<file path="src/rtl/instr_fetch.sv">
// instr_fetch: PC-driven in-order instruction fetch with credit-limited FIFO and redirect flush
module instr_fetch #(
  parameter int               WIDTH    = 32,
  parameter logic [WIDTH-1:0] RESET_PC = '0,
  parameter int               QDEPTH   = 4
) (
  input  logic             clk,
  input  logic             reset,
  output logic             imem_req_valid,
  input  logic             imem_req_ready,
  output logic [WIDTH-1:0] imem_req_addr,
  input  logic             imem_rsp_valid,
  input  logic [WIDTH-1:0] imem_rsp_data,
  input  logic             redirect_valid,
  input  logic [WIDTH-1:0] redirect_pc,
  output logic             inst_valid,
  input  logic             inst_ready,
  output logic [WIDTH-1:0] inst,
  output logic [WIDTH-1:0] inst_pc
);
  localparam int PW = $clog2(QDEPTH);
  localparam int CW = PW + 1;
  typedef enum logic {IDLE, RUN} phase_t;
  phase_t           phase_q, phase_d;
  logic [WIDTH-1:0] fetch_pc_q, fetch_pc_d, rsp_pc_q, rsp_pc_d, inst_q, inst_d, inst_pc_q, inst_pc_d, tgt;
  logic [CW-1:0]    inflight_q, inflight_d, drop_q, drop_d, count_q, count_d;
  logic [PW-1:0]    wr_q, wr_d, rd_q, rd_d;
  logic [WIDTH-1:0] mem_data_q [QDEPTH];
  logic [WIDTH-1:0] mem_data_d [QDEPTH];
  logic [WIDTH-1:0] mem_pc_q [QDEPTH];
  logic [WIDTH-1:0] mem_pc_d [QDEPTH];
  logic             acc, push, pop;
  always_comb begin
    imem_req_valid = phase_q == RUN && !redirect_valid &&
                     ({1'b0, inflight_q} + {1'b0, count_q}) < (CW + 1)'(QDEPTH);
    imem_req_addr  = fetch_pc_q;
    inst_valid     = count_q != '0;
    inst           = inst_q;
    inst_pc        = inst_pc_q;
    tgt            = redirect_pc & ~WIDTH'(3);
    acc            = imem_req_valid && imem_req_ready;
    push           = imem_rsp_valid && !redirect_valid && drop_q == '0;
    pop            = inst_valid && inst_ready && !redirect_valid;
    phase_d        = RUN;
    fetch_pc_d     = acc ? fetch_pc_q + WIDTH'(4) : fetch_pc_q;
    rsp_pc_d       = push ? rsp_pc_q + WIDTH'(4) : rsp_pc_q;
    inflight_d     = inflight_q + CW'(acc) - CW'(imem_rsp_valid);
    drop_d         = imem_rsp_valid && drop_q != '0 ? drop_q - CW'(1) : drop_q;
    count_d        = count_q + CW'(push) - CW'(pop);
    wr_d           = wr_q + PW'(push);
    rd_d           = rd_q + PW'(pop);
    mem_data_d     = mem_data_q;
    mem_pc_d       = mem_pc_q;
    if (push) begin
      mem_data_d[wr_q] = imem_rsp_data;
      mem_pc_d[wr_q]   = rsp_pc_q;
    end
    if (redirect_valid) begin
      fetch_pc_d = tgt;
      rsp_pc_d   = tgt;
      drop_d     = inflight_q - CW'(imem_rsp_valid);
      count_d    = '0;
      wr_d       = '0;
      rd_d       = '0;
    end
    inst_d    = count_d != '0 ? mem_data_d[rd_d] : '0;
    inst_pc_d = count_d != '0 ? mem_pc_d[rd_d] : '0;
  end
  always_ff @(posedge clk) begin
    if (reset) begin
      phase_q    <= IDLE;
      fetch_pc_q <= RESET_PC;
      rsp_pc_q   <= RESET_PC;
      inflight_q <= '0;
      drop_q     <= '0;
      count_q    <= '0;
      wr_q       <= '0;
      rd_q       <= '0;
      inst_q     <= '0;
      inst_pc_q  <= '0;
      mem_data_q <= '{default: '0};
      mem_pc_q   <= '{default: '0};
    end else begin
      phase_q    <= phase_d;
      fetch_pc_q <= fetch_pc_d;
      rsp_pc_q   <= rsp_pc_d;
      inflight_q <= inflight_d;
      drop_q     <= drop_d;
      count_q    <= count_d;
      wr_q       <= wr_d;
      rd_q       <= rd_d;
      inst_q     <= inst_d;
      inst_pc_q  <= inst_pc_d;
      mem_data_q <= mem_data_d;
      mem_pc_q   <= mem_pc_d;
    end
  end
endmodule
</file>
<file path="config.mk">
export PLATFORM = sky130hd
export DESIGN_NAME = instr_fetch
export DESIGN_NICKNAME = d
export VERILOG_FILES = /design/src/rtl/instr_fetch.sv
export SDC_FILE = /design/constraint.sdc
export NUM_CORES = 1
export LEC_CHECK = 0
export BUFFER_PORTS_ARGS = -buffer_cell sky130_fd_sc_hd__buf_2
export CAP_MARGIN = 5
export CORE_ASPECT_RATIO = 1.4
export CORE_MARGIN = 5
export CORE_UTILIZATION = 60
export DETAILED_ROUTE_END_ITERATION = 7
export HOLD_SLACK_MARGIN = 0.06
export PLACE_DENSITY = 0.81
export SLEW_MARGIN = 20
export SYNTH_ARGS = -nofsm -noshare
export SYNTH_HDL_FRONTEND = slang
export SYNTH_SLANG_ARGS = --single-unit
</file>
<file path="constraint.sdc">
create_clock -name clk -period 4.4 [get_ports clk]
set_input_delay 1.1 -clock clk [delete_from_list [all_inputs] [get_ports clk]]
set_output_delay 1.1 -clock clk [all_outputs]
set_load 0.01 [all_outputs]
</file>
## Yosys cells after proc, flatten, opt, wreduce, memory -nomap -nowiden

Cells that the tools add are included.

| cells by class | value |
|---|---|
| add/sub/neg operators | 11 |
| multiply operators | 0 |
| divide/modulo/power cells | 0 |
| order comparisons | 4 |
| equal/unequal tests | 0 |
| shift operators | 0 |
| mux-type cells | 21 |
| bitwise logic cells | 3 |
| reductions and logical operators | 19 |

Operators by type and width:

| cell | count |
|---|---|
| $mux W32 | 9 |
| $bwmux W128 | 2 |
| $mux W128 | 2 |
| $bmux W32 S2 | 2 |
| $add A32 B3 Y32 const B | 2 |
| $demux W32 S2 | 1 |
| $logic_and A1 B1 Y1 | 9 |
| $mux W3 | 3 |
| $reduce_bool A3 Y1 | 3 |
| $sub A3 B1 Y3 | 3 |
| $add A3 B1 Y3 | 2 |
| $ge A3 B3 Y1 const B | 2 |
| $not A2 Y3 | 2 |
| $reduce_bool A2 Y1 | 3 |
| $add A2 B1 Y2 | 2 |
| $add A3 B3 Y4 | 1 |
| $lt A4 B3 Y1 const B | 1 |
| $reduce_or A2 Y1 | 2 |
| $logic_not A3 Y1 | 1 |
| $lt A3 B1 Y1 const B | 1 |
| $sub A3 B1 Y3 const B | 1 |
| $mux W2 | 1 |
| $logic_not A1 Y1 | 1 |
| $mux W1 | 1 |
| $not A1 Y1 | 1 |

| word-level totals | value |
|---|---|
| register bits | 398 |
| bits in latches | 0 |
| bits in writable memories | 0 |
| memory bits (read-only) | 0 |
| input port bits | 70 |
| output and inout port bits | 98 |
| word-level logic and storage cells | 78 |
| memories | 0 |

## Depth between registers and ports, before layout

Gate-level depths: netlist (run 1).

| depth | value |
|---|---|
| depth in word-level cells | 10 |
| gate-level depth with buffers | 15 |
| gate-level depth less buffers | 13 |

## Worst setup path before layout (run 1)

OpenSTA, ideal clock, no wires.

| path | value |
|---|---|
| kind | input-to-reg |
| from | in redirect_valid |
| to | reg inst_pc_q[5] (netlist: inst_pc[5]) |
| library setup time | 92 ps |
| arrival | 3965 ps |
| required time | 4308 ps |
| setup slack | 343 ps |
| stages | 15 |
| buffers on the path | 6 |
| cell sequence | buf_6 > buf_2 > clkbuf_1 > clkbuf_1 > buf_1 > nor2_1 > ha_1 > inv_1 > fa_1 > nand2b_1 > o21ai_1 > nor2_1 > clkbuf_1 > a21oi_1 > o32ai_1 |

| on the way | value |
|---|---|
| longest elaborated chain between the ends | 9 |
| elaborated cells on any way between the ends | 17 |
| classes of those cells | 3 x add/sub; 6 x mux; 2 x bitwise; 6 x reduce/logical |

RTL lines:

| element | line | RTL |
|---|---|---|
| start, declared | 14 | `input logic redirect_valid,` |
| $logic_not A1 Y1 | 42, 43 |  |
| $logic_and A1 B1 Y1 (2 in a row) | 42 | `push = imem_rsp_valid && !redirect_valid && drop_q == '0;` |
| $add A3 B1 Y3 | 49 | `count_d = count_q + CW'(push) - CW'(pop);` |
| $sub A3 B1 Y3 | 49 |  |
| $mux W3 | 58 | `if (redirect_valid) begin` |
| $reduce_bool A3 Y1 | 67 | `inst_pc_d = count_d != '0 ? mem_pc_d[rd_d] : '0;` |
| $not A1 Y1 (no line) | -- |  |
| $reduce_or A2 Y1 (no line) | -- |  |
| end signal, assigned | 93 | `inst_pc_q <= inst_pc_d;` |
| end, declared | 25 | `logic [WIDTH-1:0] fetch_pc_q, fetch_pc_d, rsp_pc_q, rsp_pc_d, inst_q, inst_d, inst_pc_q, inst_pc_d, tgt;` |

Parallel ways exist; a longest one is shown, timed or not. The select of a mux whose other input is x is not followed.
A chain may end at the register's enable or synchronous reset.

## Worst setup path after layout (run 1)

| path | value |
|---|---|
| from | in imem_rsp_valid |
| to | reg inst_q[17] (netlist: inst[17]) |

| on the way | value |
|---|---|
| longest elaborated chain between the ends | 8 |
| elaborated cells on any way between the ends | 12 |
| classes of those cells | 2 x add/sub; 5 x mux; 1 x bitwise; 4 x reduce/logical |

RTL lines:

| element | line | RTL |
|---|---|---|
| start, declared | 12 | `input logic imem_rsp_valid,` |
| $logic_and A1 B1 Y1 (*) (2 in a row) | 42 |  |
| $add A3 B1 Y3 | 49 |  |
| $sub A3 B1 Y3 | 49 |  |
| $mux W3 | 58 |  |
| $reduce_bool A3 Y1 | 66 | `inst_d = count_d != '0 ? mem_data_d[rd_d] : '0;` |
| $not A1 Y1 (no line) | -- |  |
| $reduce_or A2 Y1 (no line) | -- |  |
| end signal, assigned | 92 | `inst_q <= inst_d;` |
| end, declared | 25 |  |

Mark *: on every way between the ends. The rest lies on a longest branch, timed or not. The select of a mux whose other input is x is not followed.

==> results of run 1 <==
## power by group through the flow
stage,combinational (uW),sequential (uW),clock [uW]
3_3_place_gp,770,3840,0
5_1_grt,880,3790,3570
3_5_place_dp,792,3850,0
4_1_cts,797,3770,3410
6_report,808,3770,3380
2_1_floorplan,560,3800,0
## worst reg2reg max path: stages (launching register included)
cell	delay, ns
dfxtp_1	0.40
o31ai_4	0.45
xnor2_1	0.12
nor2_1	0.11
ha_1	0.15
inv_1	0.04
fa_1	0.36
xor3_1	0.23
o21ai_1	0.18
nor2_4	0.14
buf_4	0.75
a21oi_1	0.19
o32ai_1	0.20
## cell families after synthesis
| family | share of synthesized area (%) |
|---|---|
| muxes | 0.1193 |
| AOI/OAI and AO/OA | 21.51 |
| adders and majority gates | 1.066 |
| and+or+nand+nor | 23.93 |
| DFF | 44.23 |
| xor gates and xnor gates | 2.512 |
| buffers and inverters | 6.616 |
| other | 0.02103 |
## cell usage in the layout (no fill, tap or decap), types with 30 or more instances in the layout
cell / count
o32ai_1: 62
buf_2: 161
nor3_1: 72
dfxtp_1: 394
buf_4: 30
o31ai_1: 124
nor2_1: 37
or4_1: 129
a21oi_1: 329
nand2_1: 544
clkbuf_16: 41
## stage by stage
stage               util (%)  cells
floorplan                  -   2232
global placement       63.69   2575
detailed placement     63.69   2575
CTS                    68.09   2639
global route           68.09   2639
finish                 68.09   2639
## worst paths after layout
check	startpoint	end	cells after the start
worst max-delay path	imem_rsp_valid	inst[17]	13
worst min-delay path	mem_pc_q[14]	mem_pc_q[14]	2
worst max register to register	count_q[1]	inst[17]	12
worst min register to register	mem_pc_q[14]	mem_pc_q[14]	2
## layer usage
metal | part of all wire (%) | global-route usage [%] | routed length [um] | vias to the layer above
li1 | - | - | - | 7949
met1 | 40 | 38.33 | 20370 | 8046
met2 | 48 | 49.45 | 24620 | 857
met3 | 8.7 | 3.957 | 4432 | 141
met4 | 3.2 | 11.36 | 1620 | 0
met5 | 0 | 0 | 0 | -
## final cells by class
type,instances,area [um2],area share [%]
Clock buffer,54,1155,5.797
Clock inverter,10,132.6,0.6657
Inverter,19,71.32,0.3580
Multi-Input combinational cell,1575,8856,44.45
Sequential cell,394,7888,39.59
Tap cell,380,475.5,2.386
Timing Repair Buffer,207,1345,6.751
## flip-flops by register name (all words and copies together) (netlist names)
signal and flops:
wr_q 2, drop_q 3, rsp_pc_q 30, inflight_q 3, inst_pc 32, inst 32, imem_req_addr 30, phase_q 1
rd_q 2, mem_data_q 128, mem_pc_q 128, count_q 3
==> results.md, run 1 <==
- The flow ran to the end, and the final reports show no timing, DRC or antenna violations.
- Port buffering added 163 buffers.
- The final layout contains routed wiring with a total length of 51050 um.
- Clock-pin slew was measured on the worst setup and hold paths at 0.06 ns.
- For this design, the sink count on the clock tree is 394.
- Sequential elements use 44.23% of the synthesized area.
- For this run, the slowest stage of the critical path takes 0.75 ns.
- Setup repair after global routing left no endpoint under its margin.
- The synthesized netlist contains 65 unique library cells.
- Summing all non-filler instances in the final layout gives an area of 19920 um2.
- The kind of cell with the highest combined delay along the critical path is buffers and inverters.
- The worst min-delay path class is register to register.
- The number of hold-slack violations in the final timing report is 0.
- The peak supply drop is 0.0003161 V.
- The maximum clock insertion buffer count is 3.
- The number of iterations in the first detailed-routing pass is 5.
- The number of buffers inserted by post-CTS setup repair is 0.
- Among all stages on the critical path, the largest delay is contributed by buf_4.
- Entering global routing, the biggest net connects 127 pins.
- In the final design database the tool counted 2319 nets.
- The number of synthesized register bits is 394.
- The via count of the first global-routing pass was 16470.
- Setup slack on the worst reg-to-reg path comes out at 0.96 ns.
- Summed over all layers, the global routing overflow is 0.
- Across every metal layer, demand over resource in global routing totals 29.44%.
- The relative contribution of combinational cells to total power is 10.1%.
- The vias per cell is 6.439.
- After detailed placement, the total cell area comes to 18640 um2.
- The number of DRC markers in iteration 0 is 1721.
- The post-route worst hold slack is 0.4508 ns.
- The largest area contributor in the netlist is dfxtp_1.
- The post-synthesis instance area is 17830 um2.
- The required arrival time at the worst endpoint is 4.81 ns.
- The reported leakage power is 0.006596 uW.
- The count of mapped cells out of synthesis is 2231.
- The later pin in the worst-skew pair is clocked with a latency of 0.53 ns.
- The max-slew violation total from the final report is 0.
- The ratio of final minimum period to clock period is 79.00%.
- Measured against its own limit, the worst slew margin works out to 23.86%.
- The final weighted congestion of routability-driven global placement is 0.8799.
- By count the netlist is led by nand2_1 (546), dfxtp_1 (394), a21oi_1 (329).
- In this run the power density over the cells is 399.7 nW/um2.
- The endpoint kind of the worst setup timing path is a register.
- The synthesized design contains 0 enable-type register cells.
- The maximum level of the CTS H-tree is 2.
- The CTS root buffer is clkbuf_16.
- The predominant post-synthesis flop cell is dfxtp_1.
- Once routing completed, OpenROAD measured the worst setup slack at 0.9241 ns.
- The power consumption is 7963 uW.
- Measured along the y axis, the die boundary spans 214.0 um.
- From left edge to right edge, the die measures 155.7 um.
- The first global-routing pass estimated 83150 um of wire.
- Buffers inserted to repair hold after CTS numbered 0.
- The sum of net half-perimeters after detailed placement is 28580 um.
- The total of endpoints with negative setup slack in the final report is 0.
- The initial antenna violation count is 0.
- The count of fill cells added during filler insertion is 2407.
- The TritonCTS clock tree is built.
- Traced cell by cell, the critical path runs through buf_2 -> nand3b_1 -> xnor2_1 -> nor2_1 -> ha_1 -> inv_1 -> fa_1 -> xor3_1 -> o21ai_1 -> nor2_4 -> buf_4 -> a21oi_1 -> o32ai_1.
- Averaged over all synthesized cells, the footprint is 7.994 um2.
- The floorplan step defined a die boundary enclosing 33320 um2.
- Subtracting the final worst setup slack from the clock period gives 3.476 ns.
- At the worst endpoint, the arrival time is 3.88 ns.
- Yosys attributes the largest share of cell area to dfxtp_1 (44%), nand2_1 (11%), a21oi_1 (9.2%).
- The detail route stage leaves a number of antenna-violating nets equal to 0.
- 168 I/O pins were placed.
- The core outline area is 29260 um2.
- The analysis attributes to net switching a power of 2007 uW.
- The share of total power in the clock network is 42.5%.
- The internal power is 5956 uW.
- The slew at the pin closest to its max-slew limit is 1.142 ns.
- Net switching is 25.20% of the power.
- The proportion of netlist area held by the largest area contributor is 44.23%.
- Between clock sinks in the finished design, the worst skew comes to 0.01549 ns.
- Yosys printed 0 warnings.
- Timing analysis after detailed placement gives a worst setup slack of 0.4740 ns.
- Static timing analysis puts the maximum clock frequency at 287.7 MHz.
- The critical path class is primary input to register.
- The relative area change from synthesis to final layout is 11.71%.
- Along the worst path, the maximum fanout reaches 64.
- The number of gates resized after cts is 0.
- The total DRC errors in the routed layout is 0.
- The library cell with the highest instance count after synthesis is nand2_1.
- In the final routed layout, each cell accounts on average for 19.34 um.
- STA classifies the critical path startpoint as a primary input.
- The starting density of the core is 60.96%.
- The final sum of negative setup slack is 0 ns.
- Across the run, the number of max-cap violations was 0.
- The fraction of final layout cells with drive strength greater than 1 is 12.97%.
- The share of total power in sequential cells is 47.4%.
- The number of clock buffers added by TritonCTS is 38.
- The share of synthesized registers carrying an async set or reset is 0%.
- The row count is 74.
- The number of antenna diodes in the final layout is 0.
- The worst path buffer plus inverter count is 3.
- The total via count after detailed routing is 16990.
Note: power is estimated with default switching activity, not from simulation.
==> inputs of run 2 (changes only) <==
--- a/config.mk
+++ b/config.mk
@@ -5,14 +5,15 @@
 export SDC_FILE = /design/constraint.sdc
 export NUM_CORES = 1
 export LEC_CHECK = 0
+export ABC_AREA = 1
 export BUFFER_PORTS_ARGS = -buffer_cell sky130_fd_sc_hd__buf_2
 export CAP_MARGIN = 5
 export CORE_ASPECT_RATIO = 1.4
 export CORE_MARGIN = 5
-export CORE_UTILIZATION = 60
+export CORE_UTILIZATION = 55
 export DETAILED_ROUTE_END_ITERATION = 7
 export HOLD_SLACK_MARGIN = 0.06
-export PLACE_DENSITY = 0.81
+export PLACE_DENSITY = 0.77
 export SLEW_MARGIN = 20
 export SYNTH_ARGS = -nofsm -noshare
 export SYNTH_HDL_FRONTEND = slang
==> constraint.sdc (replaced) <==
create_clock -name clk -period 2.9 [get_ports clk]
set_input_delay 0.725 -clock clk [delete_from_list [all_inputs] [get_ports clk]]
set_output_delay 0.725 -clock clk [all_outputs]
set_load 0.01 [all_outputs]
==> run 2 against run 1 <==
Against the previous run: via count increased by 34%; flip-flop and latch count is the same; final area rose by 24%; sequential share of layout area is 7.7 points lower; clock power increased by 50%; core utilization is 5.4 points lower.
==> results.md, run 2 <==
- The worst min-delay path endpoint is inflight_q[1].
- The maximum level of the CTS H-tree is 2.
- The via count of the first global-routing pass came to 20880.
- Of the cells placed in the final design, the portion with a size suffix greater than 1 is 10.72%.
- The count of fill cells added during filler insertion is 3822.
- Yosys attributes the largest share of cell area to dfxtp_1 (36%), nand2_1 (26%), nand3_1 (6.9%).
- The share of synthesized registers carrying an async set or reset is 0%.
- The clock skew after layout is 0.01254 ns.
- The worst min-delay path class is primary input to register.
- Relative to the synthesized area, the layout overhead comes to 12.48%.
- The category of the worst setup path launch point is a register.
- The number of antenna-violating nets in the routed design is 0.
- The core outline area is 39490 um2.
- The library cell with the highest instance count after synthesis is nand2_1.
- Using the TritonRoute via totals, the vias-per-cell ratio works out to 5.287.
- The predominant post-synthesis flop cell is dfxtp_1.
- For this design, the CTS-stage hold fixing added 0 buffers.
- The required arrival time at the worst endpoint is 3.33 ns.
- The die is 246.7 um tall.
- The synthesized design contains 0 enable-type register cells.
- The overall routed net length is 63510 um.
- After synthesis, the most frequently instantiated cells are nand2_1 (1496), dfxtp_1 (394), inv_1 (353).
- The first global-routing pass estimated 103300 um of wire.
- The post-synthesis instance area is 22010 um2.
- The clock net sink count is 394.
- Clock latency on the worst-skew pair, taken at its later pin, is 0.55 ns.
- The endpoint kind of the worst setup timing path is a register.
- The Yosys step of the flow raised 0 warnings.
- Based on the critical path, the design can be clocked at up to 379.3 MHz.
- The power consumption is 12110 uW.
- The sum of net half-perimeters after detailed placement is 39490 um.
- The worst path buffer plus inverter count is 5.
- The die area is 44180 um2.
- Across all register-to-register paths, the minimum setup slack is 0.26 ns.
- The number of cells on the worst reg-to-reg path is 16.
- The die boundary width is 179.1 um.
- Dividing the detail-routed wire length by the instance count gives 14.78 um.
- For the worst setup path, the data arrival time is 3.07 ns.
- The startpoint identified for the worst hold timing path is reset.
- Setup repair after global routing left no endpoint under its margin.
- In the global route stage, overall resource usage came out at 28.25%.
- In this run the worst path has a maximum fanout of 16.
- The maximum number of pins on one net before global-route repair is 192.
- The number of input and output port buffers inserted is 163.
- After clock tree synthesis, the clock-pin slew on the worst setup and hold paths is 0.06 ns.
- The critical path class is register to register.
- The total DRC errors in the routed layout is 0.
- The number of hold-slack violations in the final timing report is 0.
- For this design the top-level I/O count stands at 168.
- The first routing iteration left 1907 violations.
- The library cells used most frequently in the layout, excluding fill and tap cells, are nand2_1 (1493), dfxtp_1 (392), inv_1 (352).
- The worst register-to-register path ends at inst_pc[24].
- Counting instances, the worst hold path has a depth of 2.
- The number of iterations in the first detailed-routing pass is 8.
- On the critical path, the stage with the largest delay is an instance of fa_2.
- The flow ran to the end, and the final reports show no timing, DRC or antenna violations.
- TritonCTS built the clock tree.
- The origin of the critical flop-to-flop path is drop_q[0].
- In this run the core area contains 86 standard-cell rows.
- Counting I/O delays and the setup requirement, the final critical path takes 2.636 ns.
- The number of synthesized register bits is 394.
- Setup violations remaining at the end of the flow were counted as 0.
- For this run the aggregate overflow at the end of global routing stands at 0.
- The number of gates resized after cts is 0.
- For this run, the share of the core covered by cells in the final layout is 62.70%.
- At the pin with the least slew margin, the transition time is 1.099 ns.
- Walking the worst path, the cells encountered are inv_1 -> ha_1 -> nand2_1 -> inv_1 -> nand2_4 -> nand2_1 -> o21ai_1 -> ha_2 -> inv_2 -> fa_2 -> nor2_1 -> nor2_2 -> nor3_4 -> buf_12 -> buf_12 -> a21oi_1.
- The count of max-cap constraint violations is 0.
- The reported leakage power is 0.01141 uW.
- The max-slew violation total from the final report was 0.
- The initial utilization of the core area, before any placement, comes to 55.74%.
- The peak per-stage delay on the critical path is 0.35 ns.
- The fraction of the yosys area taken by sequential cells is 35.83%.
- The top cell type by area accounts for 35.83% of the synthesized area.
- The peak supply drop is 0.0004280 V.
- Power spread over the standard cell area amounts to 489.0 nW/um2.
- No sink is reached through more buffers than the 3 on the longest clock path.
- The ratio of final minimum period to clock period is 90.91%.
- The count of mapped cells out of synthesis is 3697.
- The final weighted congestion of routability-driven global placement is 0.9152.
- In this run the post-CTS setup repair buffer count came out at 0.
- Leaving out fill and tap cells, the most frequent cell in the layout is nand2_1.
- The number of clock buffers added by TritonCTS is 41.
- The headroom to the max-slew limit is 26.75%.
- In the final layout, the registers with the most flip-flops are mem_data_q x128, mem_pc_q x128.
- The cell family contributing the most delay on the critical path is adder cells.
- The initial antenna violation count is 0.
- The largest area contributor in the netlist is dfxtp_1.
- The total number of nets in the final design is 3826.
- Dividing the synthesized area by the synthesized cell count gives 5.954 um2.
- The final antenna diode count is 0.
- Clock tree synthesis selected as its root buffer the cell clkbuf_16.
- The total via count after detailed routing is 22720.
- Yosys mapped the design onto 34 distinct sky130hd cell types.
## run 2: cell count changes in the layout (fill, tap and decap cells not counted), moves of 37 or more
cell	delta
a21oi_2	+40
nor3_1	-62
nand2_1	+949
o21ai_1	+37
a21oi_1	-195
o21ai_0	+238
or4_1	-129
o32ai_1	-62
nand3_1	+275
inv_1	+335
nor2_1	+262
o31ai_1	-124
## run 2: power by group
group / total, uW / internal [uW] / leakage, uW / switching [uW]
Combinational: 1360 / 432 / 0.00759 / 928
Sequential: 5680 / 5540 / 0.00319 / 146
Clock: 5070 / 2850 / 0.000633 / 2210
## run 2: how the worst max path moves through the flow
stage                  endpoint  slack [ns]  depth (start not counted)            from
floorplan           inst_pc[11]       -0.03                         15  redirect_valid
global placement        inst[9]       -0.02                         13  redirect_valid
detailed placement  inst_pc[24]       -0.07                         14  redirect_valid
CTS                 inst_pc[24]        0.24                         16       drop_q[0]
global route        inst_pc[24]        0.04                         16       drop_q[0]
finish              inst_pc[24]        0.26                         16       drop_q[0]
## run 2: stage by stage
step	TNS, ns	cell area [um2]	setup slack, ns	hold slack [ns]	std cells
after floorplan	-1.205	22290	-0.02770	0.4246	3698
after global placement	-0.1399	23500	-0.01844	0.4338	4227
after detailed placement	-1.632	23500	-0.07273	0.4362	4227
after CTS	0	24760	0.2380	0.4110	4298
after global routing	0	24760	0.03910	0.4144	4298
final	0	24760	0.2637	0.4253	4298
## run 2: cell type report
cell class	count	area, um2	share of cell area, %
multi-input combinational	2672	11650	47.07
sequential	394	7893	31.88
timing repair buffer	241	1799	7.267
inverter	392	1488	6.008
clock buffer	58	1190	4.806
tap	528	660.6	2.668
clock inverter	13	75.07	0.3032
## run 2: routing by layer
metal  track usage (%)  vias to the layer above  share of wire, %
met5                 0                        -                 0
met4             10.37                        0               3.7
met3             3.930                      165               6.5
met2             49.45                      734                49
met1             35.17                    10270                41
li1                  -                    11560                 -
## run 2: cells by family after synthesis
| group | after synthesis | synth area share (%) |
|---|---|---|
| flip-flops | 394 | 35.83 |
| AO/OA/AOI/OAI | 493 | 11.40 |
| buffers and inverters | 632 | 12.24 |
| adder cells (fa/ha/maj) | 14 | 0.8640 |
| AND/OR/NAND/NOR | 2142 | 38.81 |
| other | 1 | 0.01704 |
| XOR/XNOR | 21 | 0.8356 |
## run 2: worst register-to-register path, cell delays in order (launching register included)
cell	delay [ns]
dfxtp_1	0.32
inv_1	0.07
ha_1	0.19
nand2_1	0.14
inv_1	0.11
nand2_4	0.08
nand2_1	0.06
o21ai_1	0.14
ha_2	0.19
inv_2	0.04
fa_2	0.35
nor2_1	0.12
nor2_2	0.08
nor3_4	0.19
buf_12	0.19
buf_12	0.18
a21oi_1	0.08
==> inputs of run 3 (changes only) <==
--- a/config.mk
+++ b/config.mk
@@ -5,13 +5,13 @@
 export SDC_FILE = /design/constraint.sdc
 export NUM_CORES = 1
 export LEC_CHECK = 0
-export ABC_AREA = 1
 export BUFFER_PORTS_ARGS = -buffer_cell sky130_fd_sc_hd__buf_2
 export CAP_MARGIN = 5
 export CORE_ASPECT_RATIO = 1.4
 export CORE_MARGIN = 5
-export CORE_UTILIZATION = 55
+export CORE_UTILIZATION = 54
 export DETAILED_ROUTE_END_ITERATION = 7
+export GPL_TIMING_DRIVEN = 0
 export HOLD_SLACK_MARGIN = 0.06
 export PLACE_DENSITY = 0.77
 export SLEW_MARGIN = 20
==> run 3 against run 2 <==
Against the previous run: the run now ends with negative setup slack left; non-clock buffer count grew 172; via count is 21% lower; global-route usage rose by 2.6 points; count of clock-buffer cells in the layout is 8 lower; power up 4.8%; fmax shrank 12%; register-to-register slack worse by 0.36 ns; critical path depth fell by 8; sequential power about the same; cell count is 32% lower; core utilization up 3.9 points.
==> results.md, run 3 (same netlist as run 1, synthesis figures left out) <==
- The run finished, with violations left.
- The checks that failed: negative setup slack.
- The overall routed net length is 59130 um.
- The end of the worst register-to-register path is inst[29].
- The origin of the critical flop-to-flop path is count_q[0].
- After detailed routing, the average wire length per cell comes to 20.33 um.
- In the finished design, the share of the clock period the worst path needs comes to 103.4%.
- The worst min-delay path class is register to register.
- The critical path class is register to register.
- The number of hold-slack violations in the final timing report was 0.
- The core outline area is 32500 um2.
- The worst hold path passes through 2 cells.
- The clock transition at the registers of the reported paths is 0.07 ns.
- In the final layout, the share of cells above drive strength 1 is 17.15%.
- The worst path buffer plus inverter count is 3.
- In this run, CTS created clock tree buffers numbering 38.
- In this run the most critical hold path is launched from mem_data_q[55].
- The category of the worst setup path launch point is a register.
- The total DRC errors in the routed layout is 0.
- At the end of routability-driven placement, the weighted congestion stood at 0.9144.
- The height of the chip is 225.0 um.
- Dividing total power by cell area gives a power density of 586.1 nW/um2.
- In the routed layout, each cell is associated on average with a via count of 6.183.
- On the final layout, the worst clock skew is 0.01147 ns.
- Across all layers, the routed design uses 17980 vias.
- The area growth from synthesis to layout is 21.42%.
- Counting every sink on the clock net gives 394.
- In this run the tool buffered the top-level ports with 161 buffer cells.
- In the post-route analysis, the smallest setup slack over all paths is -0.09741 ns.
- The arrival time of data at the critical path endpoint is 3.45 ns.
- Setup violations remaining at the end of the flow were counted as 48.
- The wire-length estimate of the detail-placed layout is 41120 um.
- The worst setup path startpoint is count_q[0].
- The final sum of negative setup slack is -1.275 ns.
- The aggregate global routing overflow is 0.
- The critical path goes through o31ai_4 -> buf_4 -> xor2_2 -> buf_4 -> nor2_2 -> clkbuf_1 -> o31ai_1 -> o32ai_4.
- In this run the core area contains 78 standard-cell rows.
- Setup repair after global routing could not meet its margin everywhere.
- The total number of nets in the final design is 2525.
- The slowest stage of the critical path is the clkbuf_1 cell.
- The max-slew violation total from the final report is 0.
- The top cell types in the final layout, fill and taps aside, are nand2_1 (546), dfxtp_1 (391), a21oi_1 (300).
- The maximum clock insertion buffer count is 3.
- STA classifies the critical path endpoint as a register.
- The total track usage is 30.86%.
- On the critical path the largest part of the delay comes from buffers and inverters.
- The die area is 36810 um2.
- The initial antenna violation count is 1.
- After filler insertion, the fill cell instance count of the layout stands at 2695.
- The TritonCTS clock tree is built.
- The library cell appearing most often on the critical path is buf_4.
- The reported leakage power is 0.007150 uW.
- The number of antenna-violating nets in the routed design is 0.
- At the worst endpoint, the required time is 3.35 ns.
- In this run the tightest slew margin relative to its limit is 41.15%.
- The shortest clock period the worst path allows after layout is 2.997 ns.
- Across all register-to-register paths, the minimum setup slack is -0.1 ns.
- In the final layout, the registers with the most flip-flops are mem_data_q x128, mem_pc_q x128.
- The number of cells on the worst reg-to-reg path is 8.
- Entering global routing, the biggest net connects 29 pins.
- The largest single stage delay on the critical path is 0.55 ns.
- The starting density of the core is 54.88%.
- The worst-case IR drop observed on VDD is 0.0003750 V.
- The post-route worst hold slack is 0.4537 ns.
- Based on the critical path, the design can be clocked at up to 333.6 MHz.
- Along the worst path, the maximum fanout reaches 10.
- The destination of the critical timing path is inst[29].
- In this run the number of H-tree levels came out at 2.
- For the pin with the worst max-slew slack, the measured transition is 0.8828 ns.
- The global-route wire length before repair is 92330 um.
- The most common library cell in the layout ignoring fill and taps is nand2_1.
- The via count of the first global-routing pass is 17680.
- The count of cell instances traversed by the critical path is 8.
- In this run the horizontal extent of the chip is 163.6 um.
- Before antenna repair, the detailed router went through 6 iterations.
- The root buffer cell chosen for the clock tree is clkbuf_16.
- Max-cap violations in this run came to 0.
- The number of DRC markers in iteration 0 is 1401.
- 168 I/O pins were placed.
- The clock latency reported for the late side of the worst-skew pair is 0.55 ns.
-- run 3: cell types whose count changed in the layout (fill, tap and decap cells not counted), sizes merged, moves of 16 or more --
cell and delta:
o32ai +62, nor3 +63, or4 +129, nand2 -953, o31ai +125, nor2 -263
o21ai -275, a21oi +154, xnor2 +16, clkbuf +166, and3 +20, nand3 -276
a211oi +17, inv -371
-- run 3: worst register-to-register path: cells and delay by family, from the launching register on --
kind,cells,cell delay [ns]
compound gates,3,0.92
xor+xnor,1,0.15
buf+inv,3,0.99
flops,1,0.36
simple gates,1,0.48
-- run 3: final cells by class --
cell class	count	area, um2	share of cell area, %
flip-flops and latches	394	7891	36.44
clock inverters	16	264.0	1.219
inverters	19	73.82	0.3409
diodes	1	2.502	0.01156
clock buffers	50	1110	5.125
well taps	440	550.5	2.542
plain buffers	241	1291	5.963
repair buffers	172	905.9	4.183
multi-input cells	1575	9565	44.17
-- run 3: how the worst min path moves through the flow --
| stage | end | slack (ns) |
|---|---|---|
| after global routing | mem_pc_q[30] | 0.47 |
| after global placement | mem_pc_q[92] | 0.44 |
| after detailed placement | mem_data_q[29] | 0.44 |
| after CTS | imem_req_addr[13] | 0.44 |
| final | mem_data_q[55] | 0.45 |
| after floorplan | mem_data_q[0] | 0.43 |
-- run 3: per-layer routing --
| layer | GRT usage (%) | vias up | share of wire (%) |
|---|---|---|---|
| li1 | - | 8371 | - |
| met1 | 35.80 | 8456 | 37 |
| met2 | 53.38 | 953 | 49 |
| met3 | 4.995 | 201 | 8.6 |
| met4 | 18.33 | 0 | 5.9 |
| met5 | 0 | - | 0 |
-- run 3: power by group --
group / switching (uW) / internal [uW] / total, uW / leakage, uW
sequential: 93.1 / 5550 / 5650 / 0.00319
combinational: 1020 / 517 / 1540 / 0.00328
clock: 2180 / 3320 / 5500 / 0.000673
total: 3300 / 9390 / 12700 / 0.00715
-- run 3: through the flow --
step           power (uW)  util (%)  instance area, um2  worst slack, ns  cells
2_1_floorplan        6629         -               17930          -0.2849   2232
3_3_place_gp         7077     59.36               19290           -1.210   2833
3_5_place_dp         7114     59.41               19310           -1.272   2833
4_1_cts             12640     66.05               21470         0.006480   2903
5_1_grt             13050     66.63               21650          -0.1540   2908
6_report            12690     66.63               21650         -0.09741   2908
-- run 3: repair_timing --
item / CTS / global route
endpoints found under the setup margin: 66 / 88
resized for setup: 109 / 43
pin swaps: 10 / 3
hold buffers: 0 / 0
setup buffers: 6 / 3
cloned: 1 / 1
